<file path="config.mk">
export PLATFORM = sky130hd
export DESIGN_NAME = sp_ram_arbiter
export DESIGN_NICKNAME = d
export VERILOG_FILES = /design/src/rtl/sp_ram_arb_pkg.sv /design/src/rtl/rr_arb2.sv /design/src/rtl/sp_ram_arbiter.sv
export SDC_FILE = /design/constraint.sdc
export NUM_CORES = 1
export LEC_CHECK = 0
export CAP_MARGIN = 20
export CORE_MARGIN = 2
export CORE_UTILIZATION = 37
export CTS_BUF_LIST = sky130_fd_sc_hd__clkbuf_4 sky130_fd_sc_hd__clkbuf_8 sky130_fd_sc_hd__clkbuf_16
export DETAILED_ROUTE_END_ITERATION = 6
export PLACE_DENSITY_LB_ADDON = 0.12
export SLEW_MARGIN = 15
export SYNTH_ARGS = -nofsm -noshare
export SYNTH_HDL_FRONTEND = slang
export SYNTH_SLANG_ARGS = --single-unit
</file>
<file path="constraint.sdc">
create_clock -name clk -period 4.05 [get_ports clk]
set_input_delay 0.405 -clock clk [delete_from_list [all_inputs] [get_ports clk]]
set_output_delay 0.405 -clock clk [all_outputs]
set_load 0.005 [all_outputs]
</file>
<file path="src/rtl/sp_ram_arb_pkg.sv">
// Shared definitions for the two-port RAM arbiter: clear FSM states and
// requester port indices.
package sp_ram_arb_pkg;

  typedef enum logic {
    ST_IDLE  = 1'b0,
    ST_CLEAR = 1'b1
  } state_e;

  localparam int PORT0 = 0;
  localparam int PORT1 = 1;

endpackage : sp_ram_arb_pkg

</file>
<file path="src/rtl/rr_arb2.sv">
// Two-input round-robin arbiter. rr_last remembers the most recently
// granted port; on contention the other port wins.
module rr_arb2
  import sp_ram_arb_pkg::*;
(
  input  logic       clk,
  input  logic       rst_n,
  input  logic [1:0] req,
  input  logic       advance,
  output logic [1:0] grant
);

  logic       rr_last_q;
  logic       rr_last_d;
  logic [1:0] grant_raw;

  always_comb begin
    grant_raw = 2'b00;
    case (req)
      2'b01:   grant_raw = 2'b01;
      2'b10:   grant_raw = 2'b10;
      2'b11:   grant_raw = (rr_last_q == 1'(PORT1)) ? 2'b01 : 2'b10;
      default: grant_raw = 2'b00;
    endcase
  end

  // No grant may leak out while the block is held in reset.
  assign grant = rst_n ? grant_raw : 2'b00;

  always_comb begin
    rr_last_d = rr_last_q;
    if (advance && (grant != 2'b00)) begin
      rr_last_d = grant[PORT1];
    end
  end

  always_ff @(posedge clk or negedge rst_n) begin
    if (!rst_n) begin
      rr_last_q <= 1'(PORT1);
    end else begin
      rr_last_q <= rr_last_d;
    end
  end

endmodule : rr_arb2

</file>
<file path="src/rtl/sp_ram_arbiter.sv">
// Shares one single-port registered-read RAM between two requesters with
// round-robin arbitration, plus a sweep engine that clears every word.
module sp_ram_arbiter
  import sp_ram_arb_pkg::*;
#(
  parameter int                    DATA_WIDTH  = 36,
  parameter int                    ADDR_WIDTH  = 10,
  parameter logic [DATA_WIDTH-1:0] CLEAR_VALUE = '0
) (
  input  logic                  clk,
  input  logic                  rst_n,

  input  logic                  clear_start,
  output logic                  clear_busy,
  output logic                  clear_done,

  input  logic                  p0_valid,
  output logic                  p0_ready,
  input  logic                  p0_we,
  input  logic [ADDR_WIDTH-1:0] p0_addr,
  input  logic [DATA_WIDTH-1:0] p0_wdata,
  output logic                  p0_rvalid,
  output logic [DATA_WIDTH-1:0] p0_rdata,

  input  logic                  p1_valid,
  output logic                  p1_ready,
  input  logic                  p1_we,
  input  logic [ADDR_WIDTH-1:0] p1_addr,
  input  logic [DATA_WIDTH-1:0] p1_wdata,
  output logic                  p1_rvalid,
  output logic [DATA_WIDTH-1:0] p1_rdata,

  output logic                  ram_wr_en,
  output logic [ADDR_WIDTH-1:0] ram_addr,
  output logic [DATA_WIDTH-1:0] ram_din,
  input  logic [DATA_WIDTH-1:0] ram_dout
);

  state_e                  state_q, state_d;
  logic [ADDR_WIDTH-1:0]   cnt_q, cnt_d;
  logic [ADDR_WIDTH-1:0]   addr_q, addr_d;
  logic [DATA_WIDTH-1:0]   din_q, din_d;
  logic                    done_q, done_d;
  logic                    p0_rvalid_q, p0_rvalid_d;
  logic                    p1_rvalid_q, p1_rvalid_d;

  logic                    arb_open;
  logic [1:0]              req;
  logic [1:0]              grant;
  logic                    advance;

  // A clear request steals the cycle: nothing is offered to the arbiter.
  assign arb_open = (state_q == ST_IDLE) && !clear_start;
  assign req      = arb_open ? {p1_valid, p0_valid} : 2'b00;
  assign advance  = |grant;

  rr_arb2 u_rr_arb2 (
    .clk     (clk),
    .rst_n   (rst_n),
    .req     (req),
    .advance (advance),
    .grant   (grant)
  );

  assign p0_ready = grant[PORT0];
  assign p1_ready = grant[PORT1];

  always_comb begin
    state_d   = state_q;
    cnt_d     = cnt_q;
    done_d    = 1'b0;
    ram_wr_en = 1'b0;
    ram_addr  = addr_q;
    ram_din   = din_q;

    case (state_q)
      ST_IDLE: begin
        if (clear_start) begin
          state_d = ST_CLEAR;
          cnt_d   = '0;
        end else if (grant[PORT0]) begin
          ram_wr_en = p0_we;
          ram_addr  = p0_addr;
          ram_din   = p0_wdata;
        end else if (grant[PORT1]) begin
          ram_wr_en = p1_we;
          ram_addr  = p1_addr;
          ram_din   = p1_wdata;
        end
      end
      ST_CLEAR: begin
        ram_wr_en = 1'b1;
        ram_addr  = cnt_q;
        ram_din   = CLEAR_VALUE;
        cnt_d     = cnt_q + ADDR_WIDTH'(1);
        if (cnt_q == {ADDR_WIDTH{1'b1}}) begin
          state_d = ST_IDLE;
          cnt_d   = '0;
          done_d  = 1'b1;
        end
      end
      default: begin
        state_d = ST_IDLE;
        cnt_d   = '0;
      end
    endcase

    // Idle cycles keep presenting whatever the RAM saw last.
    addr_d = ram_addr;
    din_d  = ram_din;
  end

  assign p0_rvalid_d = grant[PORT0] && !p0_we;
  assign p1_rvalid_d = grant[PORT1] && !p1_we;

  always_ff @(posedge clk or negedge rst_n) begin
    if (!rst_n) begin
      state_q     <= ST_IDLE;
      cnt_q       <= '0;
      addr_q      <= '0;
      din_q       <= '0;
      done_q      <= 1'b0;
      p0_rvalid_q <= 1'b0;
      p1_rvalid_q <= 1'b0;
    end else begin
      state_q     <= state_d;
      cnt_q       <= cnt_d;
      addr_q      <= addr_d;
      din_q       <= din_d;
      done_q      <= done_d;
      p0_rvalid_q <= p0_rvalid_d;
      p1_rvalid_q <= p1_rvalid_d;
    end
  end

  assign clear_busy = (state_q == ST_CLEAR);
  assign clear_done = done_q;
  assign p0_rvalid  = p0_rvalid_q;
  assign p1_rvalid  = p1_rvalid_q;
  // Registered-read RAM: dout already lines up with the rvalid pulse.
  assign p0_rdata   = ram_dout;
  assign p1_rdata   = ram_dout;

endmodule : sp_ram_arbiter

</file>
==> flow_metrics.tcl, run 1 <==
set metrics [dict create \
    syn_nets 479 \
    finClkSkew_ns 0.00837 \
    cp.required_ns 3.64 \
    hp-class "primary input to asynchronous set/reset pin" \
    core.rowCount 35 \
    power_mw 1.28 \
    critPathArrivalTime_ns 3.00 \
    p_seq_share_pct 47.6 \
    yosys.area.top_type "dfrtp_1" \
    cts_tree "yes" \
    syn_inst 343 \
    clk_pin_slew_worst_paths_ns 0.07 \
    grt.total_usage_pct 19.7 \
    p_per_area_nw_per_um2 276 \
    htreeDepth 3 \
    synth_top_family_by_area "buffers and inverters" \
    async_reset_ff_share_pct 100 \
    synth_ff_type "dfrtp_1" \
    ant_nets 0 \
    muxShareOfSynthArea_pct 0 \
    status "complete, no violations" \
    tightestPinTransition_ns 0.830 \
    syn_to_final_growth_pct 35.1 \
    wl_per_cell_um 19.0 \
    setup_viol 0 \
    synth_compound_area_share_pct 21.9 \
    slew_violations 0 \
    p_int_mw 1.01 \
    synth-simple-area-share_pct 8.76 \
    yosys_register_bits 61 \
    synth_edf_count 0 \
    via_count 2862 \
    avgViaCountPerCell 5.37 \
    criticalPathCategory "primary input to output pin" \
    netlist_area_um2 3440 \
    cts.sinks 61 \
    firstDrtPassIters 6 \
    leakage_nw 2.17 \
    cts_buffers 9 \
    synthTopCellsByArea "dfrtp_1 44%, buf_4 16%, a222oi_1 10%" \
    die_area_um2 10100 \
    cts_setup_buffers 0 \
    gr-total-overflow 0 \
    finalCritPeriodShare_pct 84.1 \
    first_global_vias 2820 \
    grt_max_degree 40 \
    finalNetCount 553 \
    place_congestion 0.781 \
    dr.first_iter.drc_count 218 \
    regArea_um2 1530 \
    synth_cell_types 41 \
    hold_viol_final 0 \
    dp_hpwl_mm 7.19 \
    yosysTopAreaCellShare_pct 43.6 \
    endpoint_kind "output pin" \
    cts_root_buf "clkbuf_8" \
    n_fill_cell 862 \
    clockBufferDepth 2 \
    synth_adder_area_share_pct 0.363 \
    swShare_pct 21.5 \
    final_core_util_pct 50.8 \
    cts_resized 0 \
    crit_fanout 38 \
    comb_power_share_pct 8.9 \
    clock_latency_ns 0.33 \
    seq_area_frac_synth_pct 44.4 \
    multi_input_area_um2 1090 \
    syn_area_per_cell_um2 10.0 \
    antenna_found_initial 0 \
    coreArea_um2 9150 \
    ys_warn_count 0 \
    post-route-min-period_ns 3.41 \
    initial_core_util_pct 37.6 \
    grt_pass1_wl_mm 15.4 \
    die_y_um 100 \
    drc 0 \
    max-slew-margin-rel_pct 44.6 \
    ios 260 \
    clockPowerShare_pct 43.5 \
    tns_ns 0 \
    layout-drive-gt1-share_pct 8.06 \
    io_buffer_count 151 \
    fp.dieW_um 100 \
    max_freq_mhz 294 \
    cts_hold_buf 0 \
    ir_worst_vdd_mv 0.150 \
    cp-start-kind "primary input" \
    wl_mm 10.1 \
    synth_xor_area_share_pct 0.509 \
    rsz0062_at_grt "false" \
    p_switching_mw 0.275 \
    drv_cap 0 \
    insertedDiodeCount 0 \
]
==> placed cells by master (no fill, tap or decap), types with 8 or more instances in the layout <==
cell type	instances
clkdlybuf4s50_1	150
dfrtp_1	60
inv_1	37
a222oi_1	36
nand2_1	15
o21ai_0	14
and3_1	10
a211oi_1	10
clkbuf_8	10
nor2_1	8
a22oi_1	8
o21ai_1	8
==> cell usage after synthesis, drive strengths merged (3+ instances only) <==
cell	count
a211oi	10
a222oi	36
a22o	3
a22oi	8
and3	10
buf	87
clkbuf	7
dfrtp	60
inv	39
nand2	17
nand3	4
nor2	8
o211ai	4
o21ai	22
==> worst paths after layout <==
check / start / endpoint / slack, ns / cells past startpoint
worst min-delay path: rst_n / cnt_q[4] / 0.10 / 2
worst min register to register: din_q[15] / din_q[15] / 0.50 / 2
min in group clk: din_q[15] / din_q[15] / 0.50 / 2
max in group asynchronous: rst_n / din_q[16] / 3.48 / 2
worst max-delay path: clear_start / ram_din[6] / 0.64 / 7
worst max register to register: clear_busy / din_q[6] / 1.82 / 5
==> flip-flops by register name, summed over array words and instances, names as in the netlist <==
signal,count
clear_busy,1
cnt_q,10
p0_rvalid,1
p1_rvalid,1
din_q,36
clear_done,1
addr_q,10
u_rr_arb2.rr_last_q,1
==> critical path: stages <==
cell and delay (ns):
clkdlybuf4s50_1 0.48, and4bb_4 0.45, nand2_2 0.20, inv_2 0.56, a222oi_1 0.23, inv_1 0.13, clkdlybuf4s50_1 0.51
==> cells by family (layout without fill, tap and decap cells) <==
kind of cell / after synthesis / after routing
AOI/OAI and AO/OA: 92 / 92
xor gates and xnor gates: 2 / 2
adders and majority gates: 1 / 1
buffers and inverters: 133 / 212
DFF: 61 / 61
and+or+nand+nor: 54 / 54
==> metal layers <==
metal | part of all wire (%) | GRT usage [%]
met1 | 41 | 26.0
met2 | 47 | 30.7
met3 | 11 | 6.73
met4 | 1.1 | 5.90
met5 | 0 | 0
==> power by group through the flow <==
stage / combinational (mW) / sequential (mW) / clock (mW)
global placement: 0.115 / 0.622 / 0
finish: 0.114 / 0.610 / 0.558
floorplan: 0.0611 / 0.622 / 0
CTS: 0.116 / 0.610 / 0.582
detailed placement: 0.115 / 0.621 / 0
global route: 0.122 / 0.609 / 0.607
==> stage by stage <==
stage	instance area [µm²]	hold slack [ns]	cells	setup WS, ns
6_report	4650	0.100	533	0.643
5_1_grt	4650	0.109	533	0.440
4_1_cts	4650	0.0901	533	0.605
3_5_place_dp	4450	0.475	517	0.614
3_3_place_gp	4450	0.467	517	0.630
2_1_floorplan	3440	0.109	343	2.12
==> final cells by class <==
| cell class | count | share of cell area [%] |
|---|---|---|
| clock buffers | 12 | 3.28 |
| inverters | 39 | 3.15 |
| clock inverters | 4 | 1.02 |
| flip-flops and latches | 61 | 32.8 |
| multi-input cells | 149 | 23.4 |
| repair buffers | 157 | 33.4 |
| well taps | 111 | 2.99 |
(Power assumes the default switching activity.)
==> inputs of run 2 (changes only) <==
CORE_UTILIZATION = 31   (was 37)
clock period = 2.9 ns   (was 4.05 ns; I/O delays follow)
==> run 2 against run 1 <==
Die area is 19% higher; first-iteration DRC count is 0.46% lower; register-to-register slack worse by 0.86 ns; critical path type unchanged; critical endpoint unchanged; highest routed layer unchanged.
==> flow_metrics.tcl, run 2 (synthesis results as in run 1) <==
set metrics [dict create \
    status "complete, no violations" \
    finalCritPeriodShare_pct 97.0 \
    core.rowCount 38 \
    htreeDepth 3 \
    final_common_cell "clkdlybuf4s50_1" \
    tightestPinTransition_ns 0.596 \
    placed_area_um2 4590 \
    clockBufferDepth 2 \
    hold_viol_final 0 \
    finalNetCount 562 \
    dp_hpwl_mm 7.62 \
    final_core_util_pct 44.7 \
    slew_violations 0 \
    p_per_area_nw_per_um2 391 \
    cts.sinks 61 \
    ios 260 \
    post-route-min-period_ns 2.81 \
    die_area_um2 12000 \
    ant_nets 0 \
    syn_to_final_growth_pct 40.8 \
    regMostFlops "din_q" \
    clk_pin_slew_worst_paths_ns 0.06 \
    gr-total-overflow 0 \
    setup_viol 0 \
    mostFrequentLayoutCells "147 x clkdlybuf4s50_1, 59 x dfrtp_1, 37 x inv_1" \
    firstDrtPassIters 7 \
    grt_max_degree 46 \
    dr.first_iter.drc_count 217 \
    largest_reg_flops 36 \
    layout-drive-gt1-share_pct 9.98 \
    finalInstanceArea_um2 4850 \
    criticalPathCategory "primary input to output pin" \
    max-slew-margin-rel_pct 60.3 \
    power_mw 1.90 \
    cts_tree "yes" \
    initial_core_util_pct 31.8 \
    ir_worst_vdd_mv 0.274 \
    cts_root_buf "clkbuf_8" \
    first_global_vias 2876 \
    insertedDiodeCount 0 \
    antenna_found_initial 0 \
    reg_top3 "din_q: 36 flops, addr_q: 10 flops, cnt_q: 10 flops" \
    die_y_um 109 \
    coreArea_um2 10800 \
    via_count 2846 \
    drc 0 \
    leakage_nw 2.30 \
    n_fill_cell 1070 \
    wl_per_cell_um 18.4 \
    io_buffer_count 151 \
    clock_latency_ns 0.34 \
    finClkSkew_ns 0.00724 \
    cp.required_ns 2.61 \
    max_freq_mhz 355 \
    cp-start-kind "primary input" \
    wl_mm 10.5 \
    cts_buffers 9 \
    drv_cap 0 \
    grt.total_usage_pct 16.8 \
    place_congestion 0.766 \
    endpoint_kind "output pin" \
    fp.dieW_um 109 \
    crit_fanout 36 \
    avgViaCountPerCell 4.98 \
    critPathArrivalTime_ns 2.52 \
    hp-class "flop to flop" \
    grt_pass1_wl_mm 15.2 \
]
-- run 2: final timing paths --
check                           depth (start not counted)  slack [ns]       from          to
worst max-delay path                                    8        0.09      rst_n  ram_din[6]
worst min-delay path                                    2        0.50  din_q[18]   din_q[18]
worst max register to register                          5        0.96   cnt_q[0]    cnt_q[3]
worst min register to register                          2        0.50  din_q[18]   din_q[18]
max in group asynchronous                               3        1.82      rst_n   din_q[18]
min in group asynchronous                               3        0.52      rst_n   addr_q[7]
-- run 2: timing repair --
item,CTS,global route
endpoints found under the setup margin,3,15
hold buffers,1,0
gates resized for setup,0,6
pin swaps,1,4
hold endpoints to repair,16,0
buffers inserted,1,0
-- run 2: power by group --
| group | internal (mW) | total (mW) | leakage (nW) | switching (mW) |
|---|---|---|---|---|
| logic | 0.119 | 0.161 | 1.39 | 0.0423 |
| registers | 0.851 | 0.852 | 0.784 | 0.000313 |
| clock network | 0.538 | 0.882 | 0.120 | 0.344 |
-- run 2: through the flow --
stage	setup TNS, ns	setup WS [ns]	instances	hold WS [ns]
after global routing	-0.00213	-0.00213	571	0.506
after CTS	0	0.0114	571	0.487
after global placement	0	0.118	553	0.330
after floorplan	0	1.09	343	-0.00559
after detailed placement	0	0.0830	553	0.336
final	0	0.0859	571	0.502
-- run 2: final cells by class --
cell class / count / area (µm²) / area share (%)
well taps: 140 / 175 / 3.61
inverters: 39 / 151 / 3.12
clock inverters: 4 / 70.1 / 1.44
multi-input cells: 149 / 1090 / 22.4
repair buffers: 166 / 1680 / 34.6
clock buffers: 12 / 159 / 3.28
flip-flops and latches: 61 / 1530 / 31.5
-- run 2: layer usage --
metal  up-vias  track usage [%]  part of all wire, %
met1      1354             20.5                   41
li1       1334                -                    -
met2       145             27.6                   48
met5         -                0                    0
met4         0             5.24                  1.2
met3        13             6.11                   10
-- run 2: worst max-delay path, stage by stage --
cell and delay, ns:
dlygate4sd3_1 0.55, buf_2 0.16, and4bb_4 0.22, a221oi_4 0.30
buf_12 0.24, a222oi_1 0.12, inv_1 0.09, clkdlybuf4s50_1 0.54
==> inputs of run 3 (changes only) <==
CAP_MARGIN = unset   (was 20)
GPL_ROUTABILITY_DRIVEN = 1   (was unset)
REMOVE_ABC_BUFFERS = 1   (was unset)
==> run 3 against run 2 <==
Fmax up 0.84%; clock skew up 0.0010 ns; critical path depth unchanged; hold slack better by 0.0029 ns; die area unchanged; register-to-register slack better by 0.07 ns; sequential cell count unchanged.
==> flow_metrics.tcl, run 3 (synthesis results as in run 1) <==
set metrics [dict create \
    drv_cap 0 \
    die_y_um 109 \
    cp-start-kind "primary input" \
    max_freq_mhz 358 \
    clk_pin_slew_worst_paths_ns 0.07 \
    endpoint_kind "output pin" \
    clock_latency_ns 0.33 \
    cts.sinks 61 \
    fp.dieW_um 109 \
    max-slew-margin-rel_pct 64.6 \
    critPathArrivalTime_ns 2.50 \
    clockBufferDepth 2 \
    reg_top3 "din_q: 36 flops, addr_q: 10 flops, cnt_q: 10 flops" \
    wl_per_cell_um 26.2 \
    setup_viol 0 \
    power_mw 1.81 \
    ir_worst_vdd_mv 0.211 \
    wl_met1_mm 5.56 \
    cp.required_ns 2.61 \
    n_fill_cell 1072 \
    place_congestion 0.899 \
    via_count 3080 \
    final_common_cell "clkdlybuf4s50_1" \
    antenna_found_initial 0 \
    mostFrequentLayoutCells "147 x clkdlybuf4s50_1, 60 x dfrtp_1, 37 x inv_1" \
    dp_hpwl_mm 11.8 \
    finalNetCount 562 \
    dr.first_iter.drc_count 282 \
    rsz0062_at_grt "false" \
    slew_violations 0 \
    initial_core_util_pct 31.8 \
    grt_pass1_wl_mm 20.9 \
    largest_reg_flops 36 \
    final_core_util_pct 44.3 \
    regMostFlops "din_q" \
    syn_to_final_growth_pct 39.6 \
    cts_root_buf "clkbuf_8" \
    grt.total_usage_pct 25.1 \
    multi_input_area_um2 1090 \
    dpl_worst_slack_ns 0.236 \
    tns_ns 0 \
    layout-drive-gt1-share_pct 9.32 \
    leakage_nw 2.28 \
    insertedDiodeCount 0 \
    wl_met2_mm 6.31 \
    hp-class "flop to flop" \
    post-route-min-period_ns 2.79 \
    io_buffer_count 151 \
    core.rowCount 38 \
    route.met3.wl_mm 2.85 \
    r2r_slack_ns 1.03 \
    avgViaCountPerCell 5.41 \
    cts_tree "yes" \
    die_area_um2 12000 \
    htreeDepth 3 \
    grt_max_degree 41 \
    hold_viol_final 0 \
    layout_setup_ws_ns 0.109 \
    highest_layer "met5" \
    crit_fanout 36 \
    finalCritPeriodShare_pct 96.2 \
    criticalPathCategory "primary input to output pin" \
    coreArea_um2 10800 \
    cts_buffers 9 \
    finClkSkew_ns 0.00824 \
    status "complete, no violations" \
    layout.cells.non_filler 569 \
    wl_mm 14.9 \
    firstDrtPassIters 7 \
    tightestPinTransition_ns 0.528 \
    regArea_um2 1530 \
    ios 260 \
    gr-total-overflow 0 \
    first_global_vias 3100 \
    dp_cells 554 \
    drc 0 \
    p_per_area_nw_per_um2 376 \
    ant_nets 0 \
]
[run 3: worst paths after layout]
kind / start / depth (start not counted) / end
max: rst_n / 8 / ram_din[31]
min: din_q[12] / 2 / din_q[12]
max reg2reg: cnt_q[0] / 5 / cnt_q[3]
min reg2reg: din_q[12] / 2 / din_q[12]
max in group asynchronous: rst_n / 3 / u_rr_arb2.rr_last_q
min in group asynchronous: rst_n / 3 / din_q[2]
[run 3: per-layer routing]
layer | global-route usage (%) | vias to the layer above
li1 | - | 1334
met1 | 28.8 | 1473
met2 | 36.2 | 260
met3 | 19.3 | 11
met4 | 5.70 | 2
met5 | 6.25 | -
[run 3: where the power goes]
group          internal, mW  switching [mW]
sequential            0.852        0.000489
combinational         0.119          0.0435
clock                 0.468           0.323
[run 3: layout make-up]
cell class                      instances  share of cell area [%]
Clock buffer                           13                    3.59
Timing Repair Buffer                  166                    34.7
Clock inverter                          1                   0.625
Sequential cell                        61                    31.8
Inverter                               39                    3.10
Multi-Input combinational cell        149                    22.6
Tap cell                              140                    3.64
[run 3: timing repair]
| item | 4_1_cts | 5_1_grt |
|---|---|---|
| setup endpoints to repair | 0 | 5 |
| gates resized for setup | 0 | 4 |
| buffers inserted | 0 | 0 |
| hold endpoints to repair | 12 | 0 |
| hold buffers | 1 | 0 |
[run 3: critical path, cell delays in order]
cell             delay, ns
dlygate4sd3_1         0.53
buf_2                 0.15
and4bb_4              0.22
a221oi_4              0.31
buf_12                0.24
a222oi_1              0.12
inv_1                 0.08
clkdlybuf4s50_1       0.55
[run 3: stage by stage]
| step | hold WS [ns] | area [µm²] |
|---|---|---|
| 3_3_place_gp | 0.370 | 4580 |
| 6_report | 0.505 | 4810 |
| 2_1_floorplan | -0.00559 | 2760 |
| 5_1_grt | 0.526 | 4810 |
| 4_1_cts | 0.506 | 4800 |
| 3_5_place_dp | 0.368 | 4580 |
